`config.mk`:
```
export PLATFORM = sky130hd
export DESIGN_NAME = tia_player_position_counter_flat
export DESIGN_NICKNAME = d
export VERILOG_FILES = /design/src/rtl/tia_player_position_counter_pkg.sv /design/src/rtl/tia_player_position_counter_if.sv /design/src/rtl/tia_player_position_counter_core.sv /design/src/rtl/tia_player_position_counter.sv /design/src/flat_wrapper.sv
export SDC_FILE = /design/constraint.sdc
export NUM_CORES = 1
export LEC_CHECK = 0
export CAP_MARGIN = 0
export CORE_MARGIN = 2
export CORE_UTILIZATION = 39
export DETAILED_ROUTE_END_ITERATION = 10
export PLACE_DENSITY_LB_ADDON = 0.3
export RECOVER_POWER = 50
export SKIP_LAST_GASP = 1
export SYNTH_ARGS = -nofsm -noshare
export SYNTH_HDL_FRONTEND = slang
export SYNTH_HIERARCHICAL = 1
export SYNTH_SLANG_ARGS = --single-unit
```
`constraint.sdc`:
```
create_clock -name clock -period 2.5 [get_ports clock]
set_clock_uncertainty 0.2 [all_clocks]
set_input_delay 0.75 -clock clock [delete_from_list [all_inputs] [get_ports clock]]
set_output_delay 0.75 -clock clock [all_outputs]
set_load 0.1 [all_outputs]
```
`src/rtl/tia_player_position_counter_pkg.sv`:
```
// rtl/tia_player_position_counter_pkg.sv - NUSIZ codes, copy offsets and decode helpers for the player position counter
package tia_player_position_counter_pkg;

    localparam logic [5:0] POS_COUNT_MAX     = 6'd39;
    localparam logic [5:0] COPY_OFFSET_CLOSE = 6'd4;
    localparam logic [5:0] COPY_OFFSET_MED   = 6'd8;
    localparam logic [5:0] COPY_OFFSET_WIDE  = 6'd16;

    typedef enum logic [2:0] {
        NUSIZ_ONE         = 3'b000,
        NUSIZ_TWO_CLOSE   = 3'b001,
        NUSIZ_TWO_MED     = 3'b010,
        NUSIZ_THREE_CLOSE = 3'b011,
        NUSIZ_TWO_WIDE    = 3'b100,
        NUSIZ_DOUBLE      = 3'b101,
        NUSIZ_THREE_MED   = 3'b110,
        NUSIZ_QUAD        = 3'b111
    } nusiz_t;

    typedef enum logic [1:0] {
        SCALE_1 = 2'd0,
        SCALE_2 = 2'd1,
        SCALE_4 = 2'd2
    } scale_t;

    // True when count is the first count value of any copy for this code.
    function automatic logic copy_start(input nusiz_t code, input logic [5:0] count);
        logic hit;
        hit = (count == 6'd0);
        case (code)
            NUSIZ_TWO_CLOSE:   hit = hit || (count == COPY_OFFSET_CLOSE);
            NUSIZ_TWO_MED:     hit = hit || (count == COPY_OFFSET_MED);
            NUSIZ_THREE_CLOSE: hit = hit || (count == COPY_OFFSET_CLOSE) || (count == COPY_OFFSET_MED);
            NUSIZ_TWO_WIDE:    hit = hit || (count == COPY_OFFSET_WIDE);
            NUSIZ_THREE_MED:   hit = hit || (count == COPY_OFFSET_MED) || (count == COPY_OFFSET_WIDE);
            default:           hit = hit;
        endcase
        return hit;
    endfunction

    function automatic scale_t nusiz_scale(input nusiz_t code);
        case (code)
            NUSIZ_DOUBLE: return SCALE_2;
            NUSIZ_QUAD:   return SCALE_4;
            default:      return SCALE_1;
        endcase
    endfunction

endpackage

```
`src/rtl/tia_player_position_counter_if.sv`:
```
// rtl/tia_player_position_counter_if.sv - motion/position controls and scan-counter outputs of the player position counter
interface tia_player_position_counter_if;
    logic       motck;
    logic       resp;
    logic [2:0] nusiz;
    logic       start_bar;
    logic       count_bar;
    logic       fstob;

    modport master (
        output motck, resp, nusiz,
        input  start_bar, count_bar, fstob
    );

    modport slave (
        input  motck, resp, nusiz,
        output start_bar, count_bar, fstob
    );
endinterface

```
`src/rtl/tia_player_position_counter_core.sv`:
```
// rtl/tia_player_position_counter_core.sv - divide-by-4 phase plus mod-40 count shared by player, missile and ball counters
import tia_player_position_counter_pkg::*;

module tia_position_counter_core (
    input  logic       clock,
    input  logic       reset,
    input  logic       load,
    input  logic       advance,
    output logic [1:0] phase,
    output logic [5:0] count,
    output logic       wrap
);

    assign wrap = advance && (phase == 2'd3) && (count == POS_COUNT_MAX);

    always_ff @(posedge clock) begin
        if (reset || load) begin
            phase <= 2'd0;
            count <= 6'd0;
        end else if (advance) begin
            phase <= phase + 2'd1;
            if (phase == 2'd3) begin
                count <= (count == POS_COUNT_MAX) ? 6'd0 : count + 6'd1;
            end
        end
    end

endmodule

```
`src/rtl/tia_player_position_counter.sv`:
```
// rtl/tia_player_position_counter.sv - player horizontal position counter with NUSIZ copy decode and scan-rate enable
import tia_player_position_counter_pkg::*;

module tia_player_position_counter (
    input  logic                         clock,
    input  logic                         reset,
    tia_player_position_counter_if.slave bus
);

    logic [1:0] phase;
    logic [5:0] count;
    logic       wrap;
    logic       suppress;
    nusiz_t     code;
    scale_t     scale;
    logic [5:0] main_span;

    tia_position_counter_core u_core (
        .clock   (clock),
        .reset   (reset),
        .load    (bus.resp),
        .advance (bus.motck),
        .phase   (phase),
        .count   (count),
        .wrap    (wrap)
    );

    // Suppress masks the main copy on the line RESPx was struck; load wins over wrap.
    always_ff @(posedge clock) begin
        if (reset || bus.resp) begin
            suppress <= 1'b1;
        end else if (wrap) begin
            suppress <= 1'b0;
        end
    end

    assign code  = nusiz_t'(bus.nusiz);
    assign scale = nusiz_scale(code);

    always_comb begin
        main_span = 6'd2;
        case (scale)
            SCALE_2: main_span = 6'd4;
            SCALE_4: main_span = 6'd8;
            default: main_span = 6'd2;
        endcase
    end

    always_comb begin
        bus.start_bar = 1'b1;
        bus.count_bar = 1'b1;
        bus.fstob     = 1'b1;
        if (copy_start(code, count) && !((count == 6'd0) && suppress)) begin
            bus.start_bar = 1'b0;
        end
        if (bus.motck) begin
            case (scale)
                SCALE_2: bus.count_bar = ~phase[0];
                SCALE_4: bus.count_bar = ~(phase == 2'd3);
                default: bus.count_bar = 1'b0;
            endcase
        end
        if (!suppress && (count < main_span)) begin
            bus.fstob = 1'b0;
        end
    end

endmodule

```
`src/flat_wrapper.sv`:
```
// flat-port wrapper written by rule: the top's interface ports become plain ports
module tia_player_position_counter_flat 
  (clock, reset, bus_motck, bus_resp, bus_nusiz, bus_start_bar, bus_count_bar, bus_fstob);
  tia_player_position_counter_if bus_i ();
  input  logic clock;
  input  logic reset;
  input wire logic [$bits(bus_i.motck)-1:0] bus_motck;
  input wire logic [$bits(bus_i.resp)-1:0] bus_resp;
  input wire logic [$bits(bus_i.nusiz)-1:0] bus_nusiz;
  output wire logic [$bits(bus_i.start_bar)-1:0] bus_start_bar;
  output wire logic [$bits(bus_i.count_bar)-1:0] bus_count_bar;
  output wire logic [$bits(bus_i.fstob)-1:0] bus_fstob;
  assign bus_i.motck = bus_motck;
  assign bus_i.resp = bus_resp;
  assign bus_i.nusiz = bus_nusiz;
  assign bus_start_bar = bus_i.start_bar;
  assign bus_count_bar = bus_i.count_bar;
  assign bus_fstob = bus_i.fstob;
  tia_player_position_counter u_core (.clock(clock), .reset(reset), .bus(bus_i));
endmodule
```
; ---- Word level (Yosys, flattened, before mapping)
; Cells that the tools add are included.
[word_totals]
elab_cells = 45
inputBits = 7
regBits = 9
out_inout_bits = 3
[classes]
n_addsub = 2
n_mux = 8
n_lt_le_gt_ge = 1
bitwise = 2
reduce_logical = 15
eq_ne = 14
[op_table]
columns = op, count
row1 = $eq A3 B3 Y1 const B, 4
row2 = $pmux W4 S2, 1
row3 = $add A6 B1 Y6 const B, 1
row4 = $eq A3 B2 Y1 const B, 2
row5 = $eq A6 B3 Y1 const B, 1
row6 = $eq A6 B4 Y1 const B, 1
row7 = $eq A6 B5 Y1 const B, 1
row8 = $eq A6 B6 Y1 const B, 1
row9 = $logic_not A6 Y1, 1
row10 = $logic_or A1 B1 Y1, 6
row11 = $lt A6 B4 Y1, 1
row12 = $mux W6, 1
row13 = $logic_and A1 B1 Y1, 5
row14 = $pmux W1 S5, 1
row15 = $eq A2 B2 Y1 const B, 2
row16 = $pmux W2 S2, 1
row17 = $eq A3 B1 Y1 const B, 1
row18 = $mux W1, 3
row19 = $add A2 B1 Y2 const B, 1
row20 = $eq A2 B1 Y1 const B, 1
row21 = $logic_not A1 Y1, 2
row22 = $not A1 Y1, 2
row23 = $pmux W1 S2, 1
row24 = $reduce_and A2 Y1, 1

; ---- Logic depth before layout (Yosys ltp)
[depth]
word_depth = 7
mapped_depth = 5

; ---- Modules after synthesis
; The synthesis kept the hierarchy.
[by_module_without_submodules]
columns = mod, area_each_um2, cells_each, seq_area_each_um2, n_inst
row1 = tia_position_counter_core, 391.6, 44, 160.2, 1
row2 = tia_player_position_counter, 181.4, 27, 20.0, 1

; ---- Worst setup path before layout
; Ideal clock, no wire load.
[synth_timing]
path_type = input port to output port
start = input bus_nusiz[0]
end = output bus_fstob
arrival_time_ns = 2.668
cell_stages = 5
t_required_ns = 1.550
setup_slack_ns = -1.118
path_cell_list = nand2_1 or2_1 ha_1 o21ai_0 o21ai_1
[synth_between]
elab_chain_cells = 7
[synth_lines]
columns = element, line_no
row1 = from (decl), flat_wrapper.sv:9  ; input wire logic [$bits(bus_i.nusiz)-1:0] bus_nusiz;
row2 = $eq A3 B3 Y1, tia_player_position_counter_pkg.sv:42  ; case (code)
row3 = $pmux W2 S2 (*), tia_player_position_counter_pkg.sv:42
row4 = $eq A2 B2 Y1 or $eq A2 B1 Y1 (tied branches), tia_player_position_counter.sv:42  ; case (scale)
row5 = $pmux W4 S2 (*), tia_player_position_counter.sv:42
row6 = $lt A6 B4 Y1 (*), tia_player_position_counter.sv:63  ; if (!suppress && (count < main_span)) begin
row7 = $logic_and A1 B1 Y1 (*), tia_player_position_counter.sv:63
row8 = $mux W1 (*), tia_player_position_counter.sv:63
row9 = to (decl), flat_wrapper.sv:12  ; output wire logic [$bits(bus_i.fstob)-1:0] bus_fstob;
; Mark *: on every way between the ends. The rest lies on a longest branch, timed or not.

; ---- Worst setup path in the final report
[layout_timing]
start = input bus_nusiz[2]
end = output bus_fstob
; The elaborated chain is that of the path after synthesis.

==> flow_summary.ini <==
[outcome]
status = complete, but fails checks
violations = negative setup slack

[min_path]
hold_class = register to register
min_from = u_core/suppress

[final_layout]
fin_area_um2 = 916
area.sequential_um2 = 180
drive_gt1_frac = 0.363
syn2layout_area_growth_pct = 59.8
nNetsFinal = 103
multi_input_area_um2 = 498
n_antenna_cell = 0
nFillCells = 112

[worst_setup_path]
cp_num_buf_inv = 3
crit_family = buffers and inverters
critical_path.max_fanout = 2
startpoint_type = primary input
crit_type = primary input to primary output
path_cells = buf_8 > nand2_4 > or2_1 > ha_4 > a211oi_2 > buf_4 > o21ai_4 > buf_12
crit_required_ns = 1.55
startpoint = bus_nusiz[2]
critPathMaxStageDelay_ns = 0.25
endpoint_kind = primary output
r2r_start = u_core/u_core/count[1]
arrival_ns = 1.82
crit_path_top_delay_cell = or2_1

[drt]
antenna_left = 0
via_per_inst = 5.31
drc_errors = 0
totalWireLength_um = 1340
dr.pass1.iters = 4
drt_iter0_drc = 13
wl_per_cell_um = 12.6
vias = 563

[timing]
slew_headroom = 0.689
tns_ns = -0.370
setup_viol = 2
max_freq_mhz = 361
slew_viol_final = 0
hold_violations = 0
max_slew.worst_pin.slew_ns = 0.460
fin_crit_sh = 1.11
rsz0062_at_grt = yes
finalCriticalPeriod_ns = 2.77
setup_slack_ns = -0.267

[floorplanning]
die_y_um = 42.3
io_pins = 10
num_rows = 13
fp.coreArea_um2 = 1330
start_util = 0.430
dieWidth_um = 42.3
die_area_um2 = 1790

[synthesis]
synth_area_leaders = dfxtp_1, ha_1, a21oi_1
seq_area_frac_synth = 0.314
synth_warnings = 6
syn-cell-area_um2 = 573
syn_nets = 82
ys_ff_latch = 9
yosysUniqueCellTypes = 31
synth_cells = 71
synth_top_area_cell = dfxtp_1
avgSynthCellArea_um2 = 8.07
yosysTopAreaCellShare = 0.314

[cts]
clk_latency_ns = 0.25
path_clk_slew_ns = 0.06
clockRootBuffer = clkbuf_4
cts.path.max_buffers = 2
cts_buffers = 3
cts_sinks = 9
ctsHoldBuffers = 0
cts_max_level = 1
cts_tree = built

[flow_run]
maxCapViolCount = 0

[pwr]
fin_total_pwr_uw = 313
vdd_ir_drop_max_v = 0.000366
power.density_nw_per_um2 = 342
p_leak_nw = 0.332

[grt]
antenna_found_initial = 0
grt_pass1_wl_um = 2360
grt_pass1_vias = 575
grt_remaining_overflow = 0
grt_use_total = 0.175
grt_start_max_net_pins = 12

[place]
post-place-ws_ns = -0.784
place_area_um2 = 801
port_buffers = 9
gp_congestion = 0.811
dp_hpwl_um = 1010
==> final cells by class <==
class | count | area share
sequential | 9 | 0.197
multi-input combinational | 58 | 0.544
inverter | 2 | 0.00820
clock buffer | 4 | 0.0287
timing repair buffer | 18 | 0.202
tap | 15 | 0.0205
==> state kept, by name, indices dropped and copies added, names as in the netlist <==
signal	cells
u_core/suppress	1
u_core/u_core/count	6
u_core/u_core/phase	2
==> cells in the mapped netlist (all sizes together) <==
library cell  n
inv           2
o2111ai       1
nand2b        3
xnor2         1
mux2i         1
o31ai         1
ha            4
dfxtp         9
nand4         2
or3           2
a211oi        1
nor4b         2
or2           3
nor2          6
nor4          1
a21boi        1
and3b         1
clkbuf        1
or4           1
nand3         4
o21ai         7
o21a          1
nand2         5
nor3          2
a21oi         6
buf           1
xor2          2
==> cells in the final DEF (no fill, tap or decap), types with 3 or more instances in the layout <==
cell type	n
clkbuf_4	3
dfxtp_1	9
a21oi_1	5
nor2_1	5
buf_12	3
buf_4	8
o21ai_0	3
nand2_1	4
==> metrics by stage <==
step | hold slack (ns) | std cells | utilization
after floorplan | 0.243 | 71 | -
after global placement | 0.264 | 102 | 0.600
after detailed placement | 0.268 | 102 | 0.600
after CTS | 0.288 | 106 | 0.685
after global routing | 0.311 | 106 | 0.687
final | 0.284 | 106 | 0.687
==> worst min-delay path, cell delays in order (launching register included) <==
cell and delay, ns:
dfxtp_1 0.33, inv_1 0.05, o21ai_1 0.06
==> metal layers <==
| layer | track usage | vias up | wire length (um) |
|---|---|---|---|
| li1 | - | 298 | - |
| met1 | 0.225 | 254 | 621 |
| met2 | 0.277 | 11 | 647 |
| met3 | 0.0647 | 0 | 66 |
| met4 | 0.0375 | 0 | 0 |
| met5 | 0 | - | 0 |
==> power by group <==
part / leakage, nW / switching, mW / internal, mW
Clock: 0.0150 / 0.0467 / 0.0612
Combinational: 0.245 / 0.0304 / 0.0291
Sequential: 0.0727 / 0.00105 / 0.145
Total: 0.332 / 0.0782 / 0.235
==> cell families (layout without fill, tap and decap cells) <==
logic type               count (synthesis)  after routing  share of synthesized area
flip-flops                               9              9                      0.314
multiplexers                             1              1                     0.0175
AO/OA/AOI/OAI                           18             18                      0.181
XOR/XNOR                                 3              3                     0.0459
buffers and inverters                    4             24                     0.0393
AND/OR/NAND/NOR                         32             32                      0.314
adder cells (fa/ha/maj)                  4              4                     0.0873
==> final timing paths <==
kind                            endpoint  cells after the start  slack (ns)
hold / removal           u_core/suppress                      2        0.28
setup reg to reg  u_core/u_core/count[0]                      4        0.76
hold reg to reg          u_core/suppress                      2        0.28
setup / recovery               bus_fstob                      8       -0.27
==> timing repair <==
| action | 4_1_cts | 5_1_grt |
|---|---|---|
| setup endpoints to repair | 3 | 2 |
| pin swaps | 8 | 0 |
| setup buffers | 0 | 0 |
| resized for setup | 29 | 1 |
Note: power is estimated with default switching activity, not from simulation.
